**src/rtl/polirv_run_ctrl.sv**
```systemverilog
// Run controller for a RISC-V core under test: holds the core in reset, lets it run,
// and classifies the run as pass, fail, timeout or hang from monitored memory traffic.
module polirv_run_ctrl #(
    parameter int unsigned   i_addr_bits  = 6,
    parameter int unsigned   d_addr_bits  = 6,
    parameter int unsigned   WORDSIZE     = 64,
    parameter int unsigned   CNT_BITS     = 16,
    parameter int unsigned   RST_CYCLES   = 2,
    parameter int unsigned   MAX_CYCLES   = 1024,
    parameter int unsigned   STALL_CYCLES = 8,
    parameter int unsigned   HALT_ADDR    = 63,
    parameter logic [WORDSIZE-1:0] PASS_VALUE = WORDSIZE'(1)
) (
    input  logic                   clk,
    input  logic                   rst_n,
    input  logic                   start,
    input  logic [i_addr_bits-1:0] i_mem_addr,
    input  logic                   d_mem_we,
    input  logic [d_addr_bits-1:0] d_mem_addr,
    input  logic [WORDSIZE-1:0]    d_mem_data,
    output logic                   core_rst_n,
    output logic                   busy,
    output logic                   done,
    output logic                   pass,
    output logic                   timeout,
    output logic                   hang,
    output logic [WORDSIZE-1:0]    halt_value,
    output logic [CNT_BITS-1:0]    cycle_count,
    output logic [CNT_BITS-1:0]    write_count
);

    localparam int unsigned HW = $clog2(RST_CYCLES + 1);
    localparam int unsigned SW = $clog2(STALL_CYCLES + 1) + 1;

    typedef enum logic [2:0] {
        StIdle, StHold, StRun, StPass, StFail, StTimeout, StHang
    } state_e;

    state_e                 state_q;
    logic [HW-1:0]          hold_q;
    logic [SW-1:0]          stall_q;
    logic [i_addr_bits-1:0] prev_addr_q;
    logic                   core_rst_n_q, busy_q, done_q, pass_q, timeout_q, hang_q;
    logic [WORDSIZE-1:0]    halt_value_q;
    logic [CNT_BITS-1:0]    cycle_q, write_q;

    logic                   halt_hit, timeout_hit, hang_hit;
    logic [CNT_BITS-1:0]    cycle_inc, write_inc;
    logic [SW-1:0]          stall_inc;

    always_comb begin
        halt_hit    = d_mem_we && (d_mem_addr == d_addr_bits'(HALT_ADDR));
        cycle_inc   = (cycle_q == '1) ? cycle_q : cycle_q + 1'b1;
        write_inc   = (write_q == '1) ? write_q : write_q + 1'b1;
        stall_inc   = (i_mem_addr == prev_addr_q) ? stall_q + 1'b1 : '0;
        timeout_hit = (cycle_q == CNT_BITS'(MAX_CYCLES - 1));
        hang_hit    = (STALL_CYCLES != 0) && (stall_inc == SW'(STALL_CYCLES));
    end

    always_ff @(posedge clk or negedge rst_n) begin
        if (!rst_n) begin
            state_q      <= StIdle;
            hold_q       <= '0;
            stall_q      <= '0;
            prev_addr_q  <= '0;
            core_rst_n_q <= 1'b0;
            busy_q       <= 1'b0;
            done_q       <= 1'b0;
            pass_q       <= 1'b0;
            timeout_q    <= 1'b0;
            hang_q       <= 1'b0;
            halt_value_q <= '0;
            cycle_q      <= '0;
            write_q      <= '0;
        end else begin
            // Tracked every cycle so the first RUN cycle compares against the address
            // the core was presenting while still held in reset.
            prev_addr_q <= i_mem_addr;
            case (state_q)
                StHold: begin
                    if (hold_q == HW'(RST_CYCLES - 1)) begin
                        state_q      <= StRun;
                        core_rst_n_q <= 1'b1;
                    end else begin
                        hold_q <= hold_q + 1'b1;
                    end
                end
                StRun: begin
                    cycle_q <= cycle_inc;
                    if (d_mem_we) write_q <= write_inc;
                    stall_q <= (STALL_CYCLES == 0) ? '0 : stall_inc;
                    if (halt_hit || timeout_hit || hang_hit) begin
                        core_rst_n_q <= 1'b0;
                        busy_q       <= 1'b0;
                        done_q       <= 1'b1;
                    end
                    if (halt_hit) begin
                        halt_value_q <= d_mem_data;
                        if (d_mem_data == PASS_VALUE) begin
                            state_q <= StPass;
                            pass_q  <= 1'b1;
                        end else begin
                            state_q <= StFail;
                        end
                    end else if (timeout_hit) begin
                        state_q   <= StTimeout;
                        timeout_q <= 1'b1;
                    end else if (hang_hit) begin
                        state_q <= StHang;
                        hang_q  <= 1'b1;
                    end
                end
                default: begin
                    // Idle and all terminal states: start launches a fresh run.
                    if (start) begin
                        state_q      <= StHold;
                        hold_q       <= '0;
                        stall_q      <= '0;
                        core_rst_n_q <= 1'b0;
                        busy_q       <= 1'b1;
                        done_q       <= 1'b0;
                        pass_q       <= 1'b0;
                        timeout_q    <= 1'b0;
                        hang_q       <= 1'b0;
                        halt_value_q <= '0;
                        cycle_q      <= '0;
                        write_q      <= '0;
                    end
                end
            endcase
        end
    end

    assign core_rst_n  = core_rst_n_q;
    assign busy        = busy_q;
    assign done        = done_q;
    assign pass        = pass_q;
    assign timeout     = timeout_q;
    assign hang        = hang_q;
    assign halt_value  = halt_value_q;
    assign cycle_count = cycle_q;
    assign write_count = write_q;

endmodule

```
**config.mk**
```make
export PLATFORM = sky130hd
export DESIGN_NAME = polirv_run_ctrl
export DESIGN_NICKNAME = d
export VERILOG_FILES = /design/src/rtl/polirv_run_ctrl.sv
export SDC_FILE = /design/constraint.sdc
export NUM_CORES = 1
export LEC_CHECK = 0
export BUFFER_PORTS_ARGS = -buffer_cell sky130_fd_sc_hd__buf_2
export CORE_MARGIN = 5
export CORE_UTILIZATION = 54
export DETAILED_ROUTE_END_ITERATION = 12
export GPL_TIMING_DRIVEN = 0
export HOLD_SLACK_MARGIN = 0.03
export PLACE_DENSITY = 0.85
export SETUP_SLACK_MARGIN = 0.2
export SLEW_MARGIN = 10
export SYNTH_ARGS = -nofsm -noshare
export SYNTH_HDL_FRONTEND = slang
export SYNTH_SLANG_ARGS = --single-unit
```
**constraint.sdc**
```tcl
create_clock -name clk -period 5.55 [get_ports clk]
set_input_delay 0.2775 -clock clk [delete_from_list [all_inputs] [get_ports clk]]
set_output_delay 0.2775 -clock clk [all_outputs]
set_load 0.005 [all_outputs]
```
---- Yosys cells after proc, flatten, opt, wreduce, memory -nomap -nowiden ----
Cells that the tools add are included.
word-level totals
  flip-flop bits (word level) ............. 118
  bits of input ports ..................... 80
  output and inout port bits .............. 102
  logic and storage cells ................. 99
cells by class
  add/sub/neg operators ................... 4
  eq/ne operators ......................... 23
  mux-type cells .......................... 40
  bitwise logic cells ..................... 2
  reductions and logical operators ........ 17
operators with widths
  kind                                                                number
  64-bit two-way mux                                                  2
  64-bit one-hot mux with 2 select lines                              1
  64-bit by 1-bit == test with 1-bit output (second input constant)   1
  16-bit two-way mux                                                  4
  16-bit one-hot mux with 2 select lines                              2
  16-bit by 1-bit adder with 16-bit output (second input constant)    2
  16-bit == test (second input constant)                              2
  2-bit != test (second input constant)                               12
  3-bit two-way mux                                                   6
  3-bit AND reduction                                                 6
  16-bit by 10-bit == test with 1-bit output (second input constant)  1
  1-bit two-way mux                                                   12
  1-bit one-hot mux with 2 select lines                               6
  4-bit AND reduction                                                 3
  5-bit two-way mux                                                   2
  5-bit one-hot mux with 2 select lines                               1
  6-bit == test                                                       1
  6-bit == test (second input constant)                               1
  3-bit one-hot mux with 2 select lines                               1
  5-bit by 1-bit adder with 5-bit output (second input constant)      1
  5-bit by 4-bit == test with 1-bit output (second input constant)    1
  5-bit AND reduction                                                 1
  2-bit two-way mux                                                   2
  4-bit != test (second input constant)                               1
  other kinds (11)                                                    14

---- Depth between registers and ports, before layout ----
  depth after elaboration ................. 7
  depth in mapped cells ................... 8
  mapped depth without buffers ............ 6

---- Worst setup path before layout ----
Ideal clock, no wire load.
  path type ............................... flip-flop to flip-flop
  from .................................... reg stall_q[0]
  to ...................................... reg hang_q, in the netlist hang
  library setup time ...................... 0.066 ns
  data arrival time ....................... 1.923 ns
  required time ........................... 5.484 ns
  slack ................................... 3.561 ns
  cell stages (with the launch flop) ...... 7
  path buffers ............................ 0
  clock period less this slack ............ 1.989 ns
  cells stage by stage .................... dfrtp_1 -> ha_1 -> nor3_1 -> a31oi_1 -> or4_1 -> a2111oi_0 -> o21a_1
between the ends
  word-level cells in the longest chain between the ends .. 5
RTL lines
  what                                      RTL line  source
  from (decl)                               41        logic [SW-1:0] stall_q;
  from (signal assigned)                    91        stall_q <= (STALL_CYCLES == 0) ? '0 : stall_inc;
  5-bit by 1-bit adder with 5-bit output    55        stall_inc = (i_mem_addr == prev_addr_q) ? stall_q + 1'b1 : '0;
  5-bit two-way mux                         55
  5-bit by 4-bit == test with 1-bit output  57        hang_hit = (STALL_CYCLES != 0) && (stall_inc == SW'(STALL_CYCLES));
  2-bit != test (no line)                   --
  5-bit AND reduction (no line)             --
  to (signal assigned)                      71        hang_q <= 1'b0;
  to (signal assigned)                      110       hang_q <= 1'b1;
  to (signal assigned)                      124       hang_q <= 1'b0;
  to (decl)                                 43        logic core_rst_n_q, busy_q, done_q, pass_q, timeout_q, hang_q;
Every way passes these cells.
A chain may end at the register's enable or synchronous reset.

---- Final worst setup path ----
  from .................................... reg state_q[2]
  to ...................................... reg halt_value_q[34], in the netlist halt_value[34]
between the ends
  word-level cells in the longest chain between the ends .. 3
  elaborated cells on any way between the ends .. 7
  those cells by class .................... eq/ne: 3; mux: 1; bitwise: 1; reduce/logical: 2
RTL lines
  what                                                                                                         RTL line  source
  from (decl)                                                                                                  39        state_e state_q;
  from (signal assigned)                                                                                       62        state_q <= StIdle;
  from (signal assigned)                                                                                       82        state_q <= StRun;
  from (signal assigned)                                                                                       100       state_q <= StPass;
  3-bit by 2-bit == test with 1-bit output / 3-bit by 1-bit == test with 1-bit output (equally long branches)  79        case (state_q)
  2-bit != test (no line) (tied with other cells)                                                              --
  3-bit AND reduction (no line)                                                                                --
  to (signal assigned)                                                                                         98        halt_value_q <= d_mem_data;
  to (decl)                                                                                                    44        logic [WORDSIZE-1:0] halt_value_q;
Parallel ways exist; a longest one is shown, timed or not.

==> flow_results.xml <==
<?xml version="1.0" encoding="UTF-8"?>
<metrics>
  <group name="outcome">
    <metric name="status" unit="">finished, final reports clean</metric>
  </group>
  <group name="clocking">
    <metric name="cts_root_buf" unit="">sky130_fd_sc_hd__clkbuf_8</metric>
    <metric name="clock_sink_count" unit="">118</metric>
    <metric name="worst_skew_pair.late_latency" unit="ps">520</metric>
    <metric name="total_clock_buffers_created_by_cts" unit="">17</metric>
    <metric name="ctsResizeCount" unit="">0</metric>
    <metric name="tritoncts_clock_tree" unit="">yes</metric>
    <metric name="cts.htree.levels" unit="">4</metric>
    <metric name="clkSlewWorstSetupHoldPaths" unit="ps">60</metric>
    <metric name="cts_max_path_buffers" unit="">2</metric>
  </group>
  <group name="global_route">
    <metric name="largest_net_degree_at_the_start_of_global_routing" unit="">61</metric>
    <metric name="first_pass_grt_wire_length" unit="µm">28700</metric>
    <metric name="grtUsageTotal" unit="%">32.2</metric>
    <metric name="antenna_found_initial" unit="">0</metric>
    <metric name="globalRouteOverflowTotal" unit="">0</metric>
    <metric name="vias_in_the_first_global_route" unit="">5289</metric>
  </group>
  <group name="cells_and_area">
    <metric name="seqCellArea" unit="mm²">0.00295</metric>
    <metric name="nets" unit="">822</metric>
    <metric name="drive_gt1_share" unit="%">30.3</metric>
    <metric name="multi_input_area" unit="mm²">0.00213</metric>
    <metric name="num-fill-cells" unit="">598</metric>
    <metric name="area.growth.synth_to_final" unit="%">43.8</metric>
    <metric name="layout.cells.non_filler" unit="">883</metric>
  </group>
  <group name="die">
    <metric name="die_h" unit="µm">108</metric>
    <metric name="start_util" unit="%">54.6</metric>
    <metric name="num_rows" unit="">36</metric>
    <metric name="dieArea" unit="mm²">0.0118</metric>
    <metric name="top_level_ports" unit="">182</metric>
    <metric name="core" unit="mm²">0.00959</metric>
    <metric name="die_x" unit="µm">108</metric>
  </group>
  <group name="sta">
    <metric name="layout_min_cycle_time" unit="ps">2510</metric>
    <metric name="timing.final.crit_share" unit="%">45.2</metric>
    <metric name="setup_ws" unit="ps">3040</metric>
    <metric name="report.final.setup_viol" unit="">0</metric>
    <metric name="setup_repair_after_global_routing_missed_its_margin" unit="">false</metric>
    <metric name="final_max_slew_viol_count" unit="">0</metric>
    <metric name="timing_worst_slew_pin_value" unit="ps">948</metric>
    <metric name="finalHoldWorstSlack" unit="ps">71.5</metric>
    <metric name="worst_rel_slew_slack" unit="%">36.5</metric>
    <metric name="skew" unit="ps">9.28</metric>
    <metric name="fmax" unit="GHz">0.398</metric>
    <metric name="timing.setup.tns" unit="ps">0</metric>
    <metric name="final_hold_fails" unit="">0</metric>
  </group>
  <group name="synthesis">
    <metric name="syn_nets" unit="">552</metric>
    <metric name="synth-async-reset-ratio" unit="%">100</metric>
    <metric name="synthFlopType" unit="">sky130_fd_sc_hd__dfrtp_1</metric>
    <metric name="yosysWarnings" unit="">0</metric>
    <metric name="synth_edf_count" unit="">0</metric>
    <metric name="postSynthCellCount" unit="">468</metric>
    <metric name="synth.avg_cell_area" unit="µm²">11.2</metric>
    <metric name="synth-seq-area-share" unit="%">56.4</metric>
    <metric name="yosysMostFrequentCell" unit="">sky130_fd_sc_hd__dfrtp_1</metric>
    <metric name="netlist_area" unit="mm²">0.00524</metric>
    <metric name="ys_types" unit="">51</metric>
    <metric name="post_synth_main_area_contributors" unit="">sky130_fd_sc_hd__dfrtp_1, sky130_fd_sc_hd__a22o_1, sky130_fd_sc_hd__nand2_1, sky130_fd_sc_hd__nor4_1, sky130_fd_sc_hd__xnor2_1</metric>
    <metric name="synth_top_cells_by_count" unit="">sky130_fd_sc_hd__dfrtp_1, sky130_fd_sc_hd__a22o_1, sky130_fd_sc_hd__nand2_1</metric>
    <metric name="yosysTopAreaCell" unit="">sky130_fd_sc_hd__dfrtp_1</metric>
    <metric name="synth_top_area_share" unit="%">56.4</metric>
    <metric name="yosys_register_bits" unit="">118</metric>
  </group>
  <group name="route">
    <metric name="detail_route.wirelength" unit="µm">18600</metric>
    <metric name="route.detailed.drc" unit="">0</metric>
    <metric name="vias_per_cell" unit="">6.23</metric>
    <metric name="postRouteAntennaNets" unit="">0</metric>
    <metric name="detailroute.via_count" unit="">5497</metric>
    <metric name="detailed_router_s_first_iteration_violation_count" unit="">560</metric>
    <metric name="wl_per_cell" unit="µm">21.0</metric>
    <metric name="dr.pass1.iters" unit="">5</metric>
  </group>
  <group name="power_and_ir_drop">
    <metric name="ir_drop" unit="V">0.000220</metric>
    <metric name="power-per-cell-area" unit="mW/mm²">324</metric>
    <metric name="total_power" unit="µW">2440</metric>
    <metric name="power_leakage" unit="µW">0.00374</metric>
  </group>
  <group name="setup_path">
    <metric name="cp.arrival" unit="ps">2960</metric>
    <metric name="worst-path-max-fanout" unit="">10</metric>
    <metric name="critical_path_class" unit="">reg -&gt; reg</metric>
    <metric name="cp-end-kind" unit="">register</metric>
    <metric name="setup.worst_path.start_class" unit="">register</metric>
    <metric name="required" unit="ps">6000</metric>
  </group>
  <group name="placed_design">
    <metric name="post-place-ws" unit="ps">3280</metric>
    <metric name="placed_cells" unit="">782</metric>
    <metric name="numPortBuffers" unit="">180</metric>
    <metric name="detailed_place_hpwl" unit="µm">11000</metric>
    <metric name="globalplace.congestion" unit="">0.879</metric>
  </group>
  <group name="min_path">
    <metric name="worst_hold_path_class" unit="">in -&gt; reg</metric>
  </group>
  <group name="job">
    <metric name="cap_viol_max_count" unit="">0</metric>
  </group>
</metrics>
-- repair_timing --
item	4_1_cts	5_1_grt
hold endpoints to repair	128	0
hold buffers	70	0
setup buffers	0	0
-- worst max-delay path, cell delays in order, from the launching register on --
cell and delay [ps]:
sky130_fd_sc_hd__dfrtp_1 350, sky130_fd_sc_hd__clkbuf_1 170, sky130_fd_sc_hd__nor2_1 140, sky130_fd_sc_hd__nand2_1 230, sky130_fd_sc_hd__nor2_1 800, sky130_fd_sc_hd__clkbuf_1 490
sky130_fd_sc_hd__a22o_1 240
-- stage by stage --
step	util, %	area (µm²)
2_1_floorplan	-	5240
3_3_place_gp	65.7	6300
3_5_place_dp	66.1	6340
4_1_cts	78.4	7530
5_1_grt	78.4	7530
6_report	78.5	7530
-- sequential cells by signal, summed over array words and instances (netlist names), 2 cells and up --
| signal | cells |
|---|---|
| cycle_count | 16 |
| halt_value | 64 |
| prev_addr_q | 6 |
| write_count | 16 |
| state_q | 3 |
| hold_q | 2 |
| stall_q | 5 |
-- power breakdown --
part           leakage [µW]  internal (µW)  switching, µW
clock network      0.000247            558            367
logic               0.00187            197            374
registers           0.00162            906           38.1
-- per-layer routing --
metal  up-vias  track usage, %  share of wire (%)
met5         -               0                  0
met4         0            18.8                5.8
met3        95            10.9                 11
met2       402            50.1                 47
met1      2653            39.0                 36
li1       2347               -                  -
-- cell type report --
cell class,instances,share of cell area (%)
repair buffers,251,21.7
clock inverters,6,0.399
plain buffers,22,1.48
diodes,2,0.0665
clock buffers,23,6.06
flip-flops and latches,118,39.2
well taps,133,2.21
inverters,11,0.548
multi-input cells,317,28.3
-- final timing paths --
| check | from | end | slack, ps | cells past startpoint |
|---|---|---|---|---|
| max reg2reg | state_q[2]$_DFFE_PN0P_ | halt_value[34]$_DFFE_PN0P_ | 3040 | 6 |
| min reg2reg | hang$_DFFE_PN0P_ | hang$_DFFE_PN0P_ | 490 | 1 |
| max | state_q[2]$_DFFE_PN0P_ | halt_value[34]$_DFFE_PN0P_ | 3040 | 6 |
| min | d_mem_data[24] | halt_value[24]$_DFFE_PN0P_ | 70 | 2 |
| max in group asynchronous | rst_n | cycle_count[13]$_DFFE_PN0P_ | 4570 | 3 |
| min in group asynchronous | rst_n | halt_value[32]$_DFFE_PN0P_ | 300 | 2 |
-- cells by family (layout without fill, tap and decap cells) --
| family | after synthesis | count (layout) | share of synthesized area, % |
|---|---|---|---|
| AOI/OAI and AO/OA | 155 | 155 | 22.0 |
| other | 0 | 2 | 0 |
| buffers and inverters | 33 | 313 | 2.91 |
| DFF | 118 | 118 | 56.4 |
| muxes | 2 | 2 | 0.382 |
| and+or+nand+nor | 141 | 141 | 14.8 |
| adders and majority gates | 4 | 4 | 0.956 |
| xor gates and xnor gates | 15 | 15 | 2.51 |
-- layout by cell type, fill, tap and decap left out, types with 5 or more instances in the layout --
cell type,n
sky130_fd_sc_hd__dlygate4sd3_1,70
sky130_fd_sc_hd__a31oi_1,7
sky130_fd_sc_hd__buf_2,187
sky130_fd_sc_hd__dfrtp_1,118
sky130_fd_sc_hd__a22o_1,67
sky130_fd_sc_hd__nor3_1,5
sky130_fd_sc_hd__and4_1,5
sky130_fd_sc_hd__nand2_1,34
sky130_fd_sc_hd__a21oi_2,6
sky130_fd_sc_hd__nor4_1,17
sky130_fd_sc_hd__o21a_1,5
sky130_fd_sc_hd__nand3_1,13
sky130_fd_sc_hd__or4_1,6
sky130_fd_sc_hd__clkbuf_16,16
sky130_fd_sc_hd__or3_1,12
sky130_fd_sc_hd__o21ai_1,12
sky130_fd_sc_hd__a21oi_1,15
sky130_fd_sc_hd__nor2_1,18
sky130_fd_sc_hd__inv_1,11
sky130_fd_sc_hd__o21ai_0,19
sky130_fd_sc_hd__xnor2_1,11
sky130_fd_sc_hd__and3_1,5
sky130_fd_sc_hd__o31ai_1,7
sky130_fd_sc_hd__nand4_1,13
sky130_fd_sc_hd__clkbuf_1,16
sky130_fd_sc_hd__clkinv_2,6
Power figures use the tool's default switching activity.
